### src/rtl/kernel_window_generator_if.sv
// kernel_window_generator_if: pixel-in / 3x3-window-out handshake bundle.
interface kernel_window_generator_if #(parameter int DATA_WIDTH = 8);
    logic                    in_valid;
    logic                    in_ready;
    logic [DATA_WIDTH-1:0]   data_in;
    logic                    out_valid;
    logic                    out_ready;
    logic [9*DATA_WIDTH-1:0] kernel;
    logic                    out_last;
    modport master (output in_valid, data_in, out_ready, input in_ready, out_valid, kernel, out_last);
    modport slave  (input in_valid, data_in, out_ready, output in_ready, out_valid, kernel, out_last);
endinterface

### src/rtl/kernel_window_generator.sv
// kernel_window_generator: raster pixels in, 3x3 neighbourhood windows out.
// Define KWIN_LAST_EN to flag the final window of each frame on out_last.
module kernel_window_generator #(
    parameter int DATA_WIDTH = 8,
    parameter int IMG_WIDTH  = 64,
    parameter int IMG_HEIGHT = 48
) (
    input logic clk,
    input logic rst,
    kernel_window_generator_if.slave bus
);
    localparam int CW = $clog2(IMG_WIDTH);
    localparam int RW = $clog2(IMG_HEIGHT);
    logic [CW-1:0] col;
    logic [RW-1:0] row;
    logic [DATA_WIDTH-1:0] lb0 [IMG_WIDTH];
    logic [DATA_WIDTH-1:0] lb1 [IMG_WIDTH];
    logic [8:0][DATA_WIDTH-1:0] win;
    logic out_valid, accept, emit, col_end, row_end;
    assign bus.in_ready = bus.out_ready || !out_valid;
    assign accept = bus.in_valid && bus.in_ready;
    assign col_end = col == CW'(IMG_WIDTH - 1);
    assign row_end = row == RW'(IMG_HEIGHT - 1);
    assign emit = accept && row >= RW'(2) && col >= CW'(2);
    assign bus.out_valid = out_valid;
    assign bus.kernel = win;
    // Window shifts left; column 2 takes {two lines up, one line up, incoming pixel}
    always_ff @(posedge clk) begin
        if (rst) begin
            col <= '0;
            row <= '0;
            out_valid <= 1'b0;
            win <= '0;
        end else begin
            if (accept) begin
                col <= col_end ? '0 : col + 1'b1;
                row <= col_end ? (row_end ? '0 : row + 1'b1) : row;
                win <= {bus.data_in, win[8:7], lb0[col], win[5:4], lb1[col], win[2:1]};
            end
            out_valid <= accept ? emit : out_valid && !bus.out_ready;
        end
    end
    always_ff @(posedge clk) begin
        if (accept) begin
            lb0[col] <= bus.data_in;
            lb1[col] <= lb0[col];
        end
    end
`ifdef KWIN_LAST_EN
    logic last;
    always_ff @(posedge clk) begin
        if (rst) last <= 1'b0;
        else last <= accept ? emit && row_end && col_end : last && !bus.out_ready;
    end
    assign bus.out_last = last;
`else
    assign bus.out_last = 1'b0;
`endif
endmodule

### src/flat_wrapper.sv
// flat-port wrapper written by rule: the top's interface ports become plain ports
module kernel_window_generator_flat 
#(
    parameter int DATA_WIDTH = 8,
    parameter int IMG_WIDTH  = 64,
    parameter int IMG_HEIGHT = 48
)
  (clk, rst, bus_in_valid, bus_data_in, bus_out_ready, bus_in_ready, bus_out_valid, bus_kernel, bus_out_last);
  kernel_window_generator_if #(.DATA_WIDTH(DATA_WIDTH)) bus_i ();
  input logic clk;
  input logic rst;
  input wire logic [$bits(bus_i.in_valid)-1:0] bus_in_valid;
  input wire logic [$bits(bus_i.data_in)-1:0] bus_data_in;
  input wire logic [$bits(bus_i.out_ready)-1:0] bus_out_ready;
  output wire logic [$bits(bus_i.in_ready)-1:0] bus_in_ready;
  output wire logic [$bits(bus_i.out_valid)-1:0] bus_out_valid;
  output wire logic [$bits(bus_i.kernel)-1:0] bus_kernel;
  output wire logic [$bits(bus_i.out_last)-1:0] bus_out_last;
  assign bus_i.in_valid = bus_in_valid;
  assign bus_i.data_in = bus_data_in;
  assign bus_i.out_ready = bus_out_ready;
  assign bus_in_ready = bus_i.in_ready;
  assign bus_out_valid = bus_i.out_valid;
  assign bus_kernel = bus_i.kernel;
  assign bus_out_last = bus_i.out_last;
  kernel_window_generator #(.DATA_WIDTH(DATA_WIDTH), .IMG_WIDTH(IMG_WIDTH), .IMG_HEIGHT(IMG_HEIGHT)) u_core (.clk(clk), .rst(rst), .bus(bus_i));
endmodule
### config.mk
export PLATFORM = sky130hd
export DESIGN_NAME = kernel_window_generator_flat
export DESIGN_NICKNAME = d
export VERILOG_FILES = /design/src/rtl/kernel_window_generator_if.sv /design/src/rtl/kernel_window_generator.sv /design/src/flat_wrapper.sv
export SDC_FILE = /design/constraint.sdc
export NUM_CORES = 1
export LEC_CHECK = 0
export ABC_AREA = 1
export CAP_MARGIN = 10
export CORE_AREA = 4 4 372 411
export DETAILED_ROUTE_END_ITERATION = 12
export DIE_AREA = 0 0 376 415
export GPL_TIMING_DRIVEN = 0
export PLACE_DENSITY = 0.48
export SETUP_SLACK_MARGIN = 0.2
export SLEW_MARGIN = 10
export SYNTH_ARGS = -nofsm -noshare
export SYNTH_HDL_FRONTEND = slang
export SYNTH_SLANG_ARGS = --single-unit
### constraint.sdc
create_clock -name clk -period 2.6 [get_ports clk]
set_input_delay 0.26 -clock clk [delete_from_list [all_inputs] [get_ports clk]]
set_output_delay 0.26 -clock clk [all_outputs]
set_load 0.02 [all_outputs]
==> results.py <==
metrics = {
    "outcome": {
        "outcome": "finished, final reports clean",
    },
    "sta": {
        "holdWs_ns": 0.02830,
        "slew_headroom": 0.3737,
        "fin_setup_tns_ns": 0,
        "setup_viol": 0,
        "hold_viol_final": 0,
        "finalCriticalPeriod_ns": 2.508,
        "fmax_mhz": 398.7,
        "finalClockSkew_ns": 0.04550,
        "tightest_slew_ns": 0.9394,
        "rsz0062_at_grt": "yes",
        "slew_violations": 0,
        "finalCritPeriodShare": 0.9648,
    },
    "power_and_ir_drop": {
        "p_int_uw": 30880,
        "p_per_area_nw_per_um2": 733.1,
        "combPwrFrac": 0.122,
        "vdd_drop_max_uv": 513.8,
        "p_leak_uw": 0.02018,
        "seqPwrFrac": 0.481,
        "netSwitchingPower_uw": 10970,
        "clkPwrFrac": 0.397,
        "swShare": 0.2621,
    },
    "floorplanning": {
        "die_y_um": 415,
        "die_w_um": 376,
        "core_area_um2": 149000,
        "die-area_um2": 156000,
        "num_rows": 149,
        "initial_core_util": 0.2979,
        "io_pins": 87,
    },
    "clock_tree": {
        "numCtsBuffers": 118,
        "clock_sinks": 1115,
        "clk_path_buf_depth": 3,
        "htreeDepth": 3,
        "clkTransAtPathRegs_ns": 0.07,
        "clock_latency_ns": 0.74,
        "cts_tree": "done",
        "cts_root_buf": "clkbuf_16",
    },
    "detailed_routing": {
        "drc_errors": 0,
        "drt_iter0_markers": 3999,
        "via_per_inst": 5.152,
        "num_vias": 32130,
        "antenna_left": 0,
        "dr.pass1.iters": 6,
        "wl_per_cell_um": 28.07,
        "wl_um": 175100,
    },
    "setup_path": {
        "r2r_slack_ns": 0.09,
        "critical_path_class": "register to register",
        "crit_path_max_fanout": 10,
        "ff2ff_path_depth": 12,
        "slowest_stage": "dfxtp_4",
        "cp.required_ns": 3.23,
        "cp-end-kind": "register",
        "setup.worst_path.start_class": "register",
        "reg2reg_from": "u_core.col[0]$_SDFFE_PP0P_",
        "timing.rr.end": "u_core.bus.kernel[16]$_SDFFE_PP0P_",
        "crit_start": "u_core.col[0]$_SDFFE_PP0P_",
        "cpMostUsedCell": "nand2_1",
        "crit_buf_inv": 5,
        "cp_cell_sequence": "buf_8, inv_2, buf_4, clkbuf_4, o211ai_1, nand4_1, nand2_1, nand2_1, nor2_4, nand3_4, nand2_1, inv_1",
        "timing.critical_path.max_delay_family": "simple AND/OR/NAND/NOR gates",
        "max_stage_delay_ns": 0.41,
        "cp.arrival_ns": 3.14,
    },
    "grt": {
        "grt_max_degree": 66,
        "grt_pass1_vias": 30730,
        "grtUsageTotal": 0.2171,
        "grt_pass1_wl_um": 239900,
        "grt_overflow_total": 0,
        "antenna_found_initial": 3,
    },
    "place": {
        "io_buffers": 84,
        "hpwl_um": 110500,
        "gp_congestion": 0.9224,
    },
    "synth": {
        "synth_cell_types": 37,
        "syn_nets": 3779,
        "synthAdderAreaFrac": 0.001128,
        "synth_top_family_by_area": "simple AND/OR/NAND/NOR gates",
        "yosysTopAreaCell": "edfxtp_1",
        "synth_compound_area_frac": 0.05254,
        "netlist_area_um2": 44370,
        "synth_mux_area_frac": 0,
        "synth_seq_cells": 1115,
        "synth_area_leaders": "edfxtp_1, nand2_1, nand3_1, dfxtp_1, nor2_1",
        "yosys.area_share.simple": 0.1795,
        "postSynthAreaPerCell_um2": 11.79,
        "syn_inst": 3763,
        "synth-xor-area-share": 0.0003948,
        "netlist.area_leader.share": 0.6930,
        "seq_area_frac_synth": 0.7341,
        "ys.warnings.count": 0,
    },
    "layout": {
        "drive_gt1_frac": 0.2000,
        "finalNetCount": 4186,
        "area_growth_syn_to_layout_pct": 28.65,
    },
    "worst_hold_path": {
        "hold_class": "primary input to register",
        "worst_hold_path.num_cells": 1,
        "min-delay-start": "bus_data_in[6]",
        "hold_path_end": "u_core.lb0[34][6]$_DFFE_PP_",
    },
    "run": {
        "maxCapViolCount": 0,
    },
}
[power groups by stage]
| stage | sequential (µW) | clock [µW] | combinational, µW |
|---|---|---|---|
| after floorplan | 20600 | 0 | 1800 |
| after global placement | 20600 | 0 | 3780 |
| after detailed placement | 20500 | 0 | 3930 |
| after CTS | 20100 | 16800 | 4810 |
| after global routing | 20100 | 17600 | 5320 |
| final | 20100 | 16600 | 5090 |
[final cells by class]
| cell class | count | area [µm²] |
|---|---|---|
| clock buffers | 144 | 3143 |
| repair buffers | 269 | 4113 |
| plain buffers | 226 | 1663 |
| diodes | 3 | 7.507 |
| multi-input cells | 2341 | 12100 |
| fillers | 14080 | 91880 |
| well taps | 1963 | 2456 |
| inverters | 99 | 379.1 |
| clock inverters | 77 | 635.6 |
| flip-flops and latches | 1115 | 32580 |
[cells in the final DEF (no fill, tap or decap), types with 44 or more instances in the layout]
cell             count
buf_2               48
o21ai_0            181
buf_12              89
nand2_1            906
clkbuf_1            44
dfxtp_1             86
buf_4               99
o211ai_1            79
nand3_1            392
a21oi_1             93
nor2_4              80
nor2_1             309
inv_1               88
clkbuf_16          124
edfxtp_1          1024
clkdlybuf4s50_1     76
nand3_2             53
or2_2               60
[through the flow]
step	total power (µW)	util	instance area, µm²	setup WS (ns)	std cells
floorplan	22410	-	44390	0.09658	3763
global placement	24380	0.3201	47690	-2.478	5810
detailed placement	24470	0.3308	49280	-1.241	5857
CTS	41750	0.3785	56380	0.003670	6213
global route	43030	0.3832	57080	0.09646	6235
finish	41850	0.3832	57080	0.09155	6237
[cell usage after synthesis]
cell	number
edfxtp_1	1024
nand2_1	942
nand3_1	465
nor2_1	392
o21ai_0	189
buf_2	114
a21oi_1	93
dfxtp_1	91
inv_1	89
o211ai_1	79
clkbuf_1	68
or2_2	60
buf_1	30
o21ai_1	23
o22ai_1	23
nand4_1	16
nor3_1	12
buf_4	8
inv_2	8
buf_6	5
nor2_2	5
ha_1	4
o21a_1	4
clkinv_1	2
nand2_2	2
or2_0	2
or2_1	2
xor2_1	2
a211oi_2	1
a22oi_1	1
clkbuf_2	1
conb_1	1
nand3b_1	1
nor2_4	1
nor3b_1	1
o21ai_2	1
o311ai_0	1
[cell families (layout without fill, tap and decap cells)]
logic type	Yosys count	in the layout
other	1	4
xor gates and xnor gates	2	2
adders and majority gates	4	4
buffers and inverters	325	815
and+or+nand+nor	1901	1919
AOI/OAI and AO/OA	415	415
DFF	1115	1115
[flip-flops by register name (all words and copies together), names as in the netlist, named ones only]
register and cells:
u_core.lb0 512, u_core.lb1 512, u_core.row 6, u_core.bus.kernel 72
u_core.bus.out_valid 1, u_core.col 6
[per-layer routing]
layer | share of wire | vias up | global-route usage | wire [µm]
li1 | - | 14110 | - | -
met1 | 0.38 | 15940 | 0.2753 | 67190
met2 | 0.47 | 1616 | 0.3546 | 81960
met3 | 0.086 | 470 | 0.04360 | 14980
met4 | 0.062 | 2 | 0.1068 | 10940
met5 | 0.000074 | - | 0 | 13
[timing repair]
action                                   CTS  global route
resized for setup                        350           141
pin swaps                                 94            37
hold buffers                               4             0
cloned                                    22             6
endpoints found under the hold margin     76             0
endpoints found under the setup margin  1563          1304
buffers inserted                         109            15
[worst max path at each step]
stage                     depth (start not counted)  slack, ns                                  to
after floorplan                                   6        0.1         u_core.lb0[11][0]$_DFFE_PP_
after global placement                            8      -2.48         u_core.lb1[13][6]$_DFFE_PP_
after detailed placement                          9      -1.24         u_core.lb0[25][1]$_DFFE_PP_
after CTS                                         9      0.004         u_core.lb1[25][1]$_DFFE_PP_
after global routing                             14        0.1         u_core.lb1[40][1]$_DFFE_PP_
final                                            12       0.09  u_core.bus.kernel[16]$_SDFFE_PP0P_
Note: power is estimated with default switching activity, not from simulation.
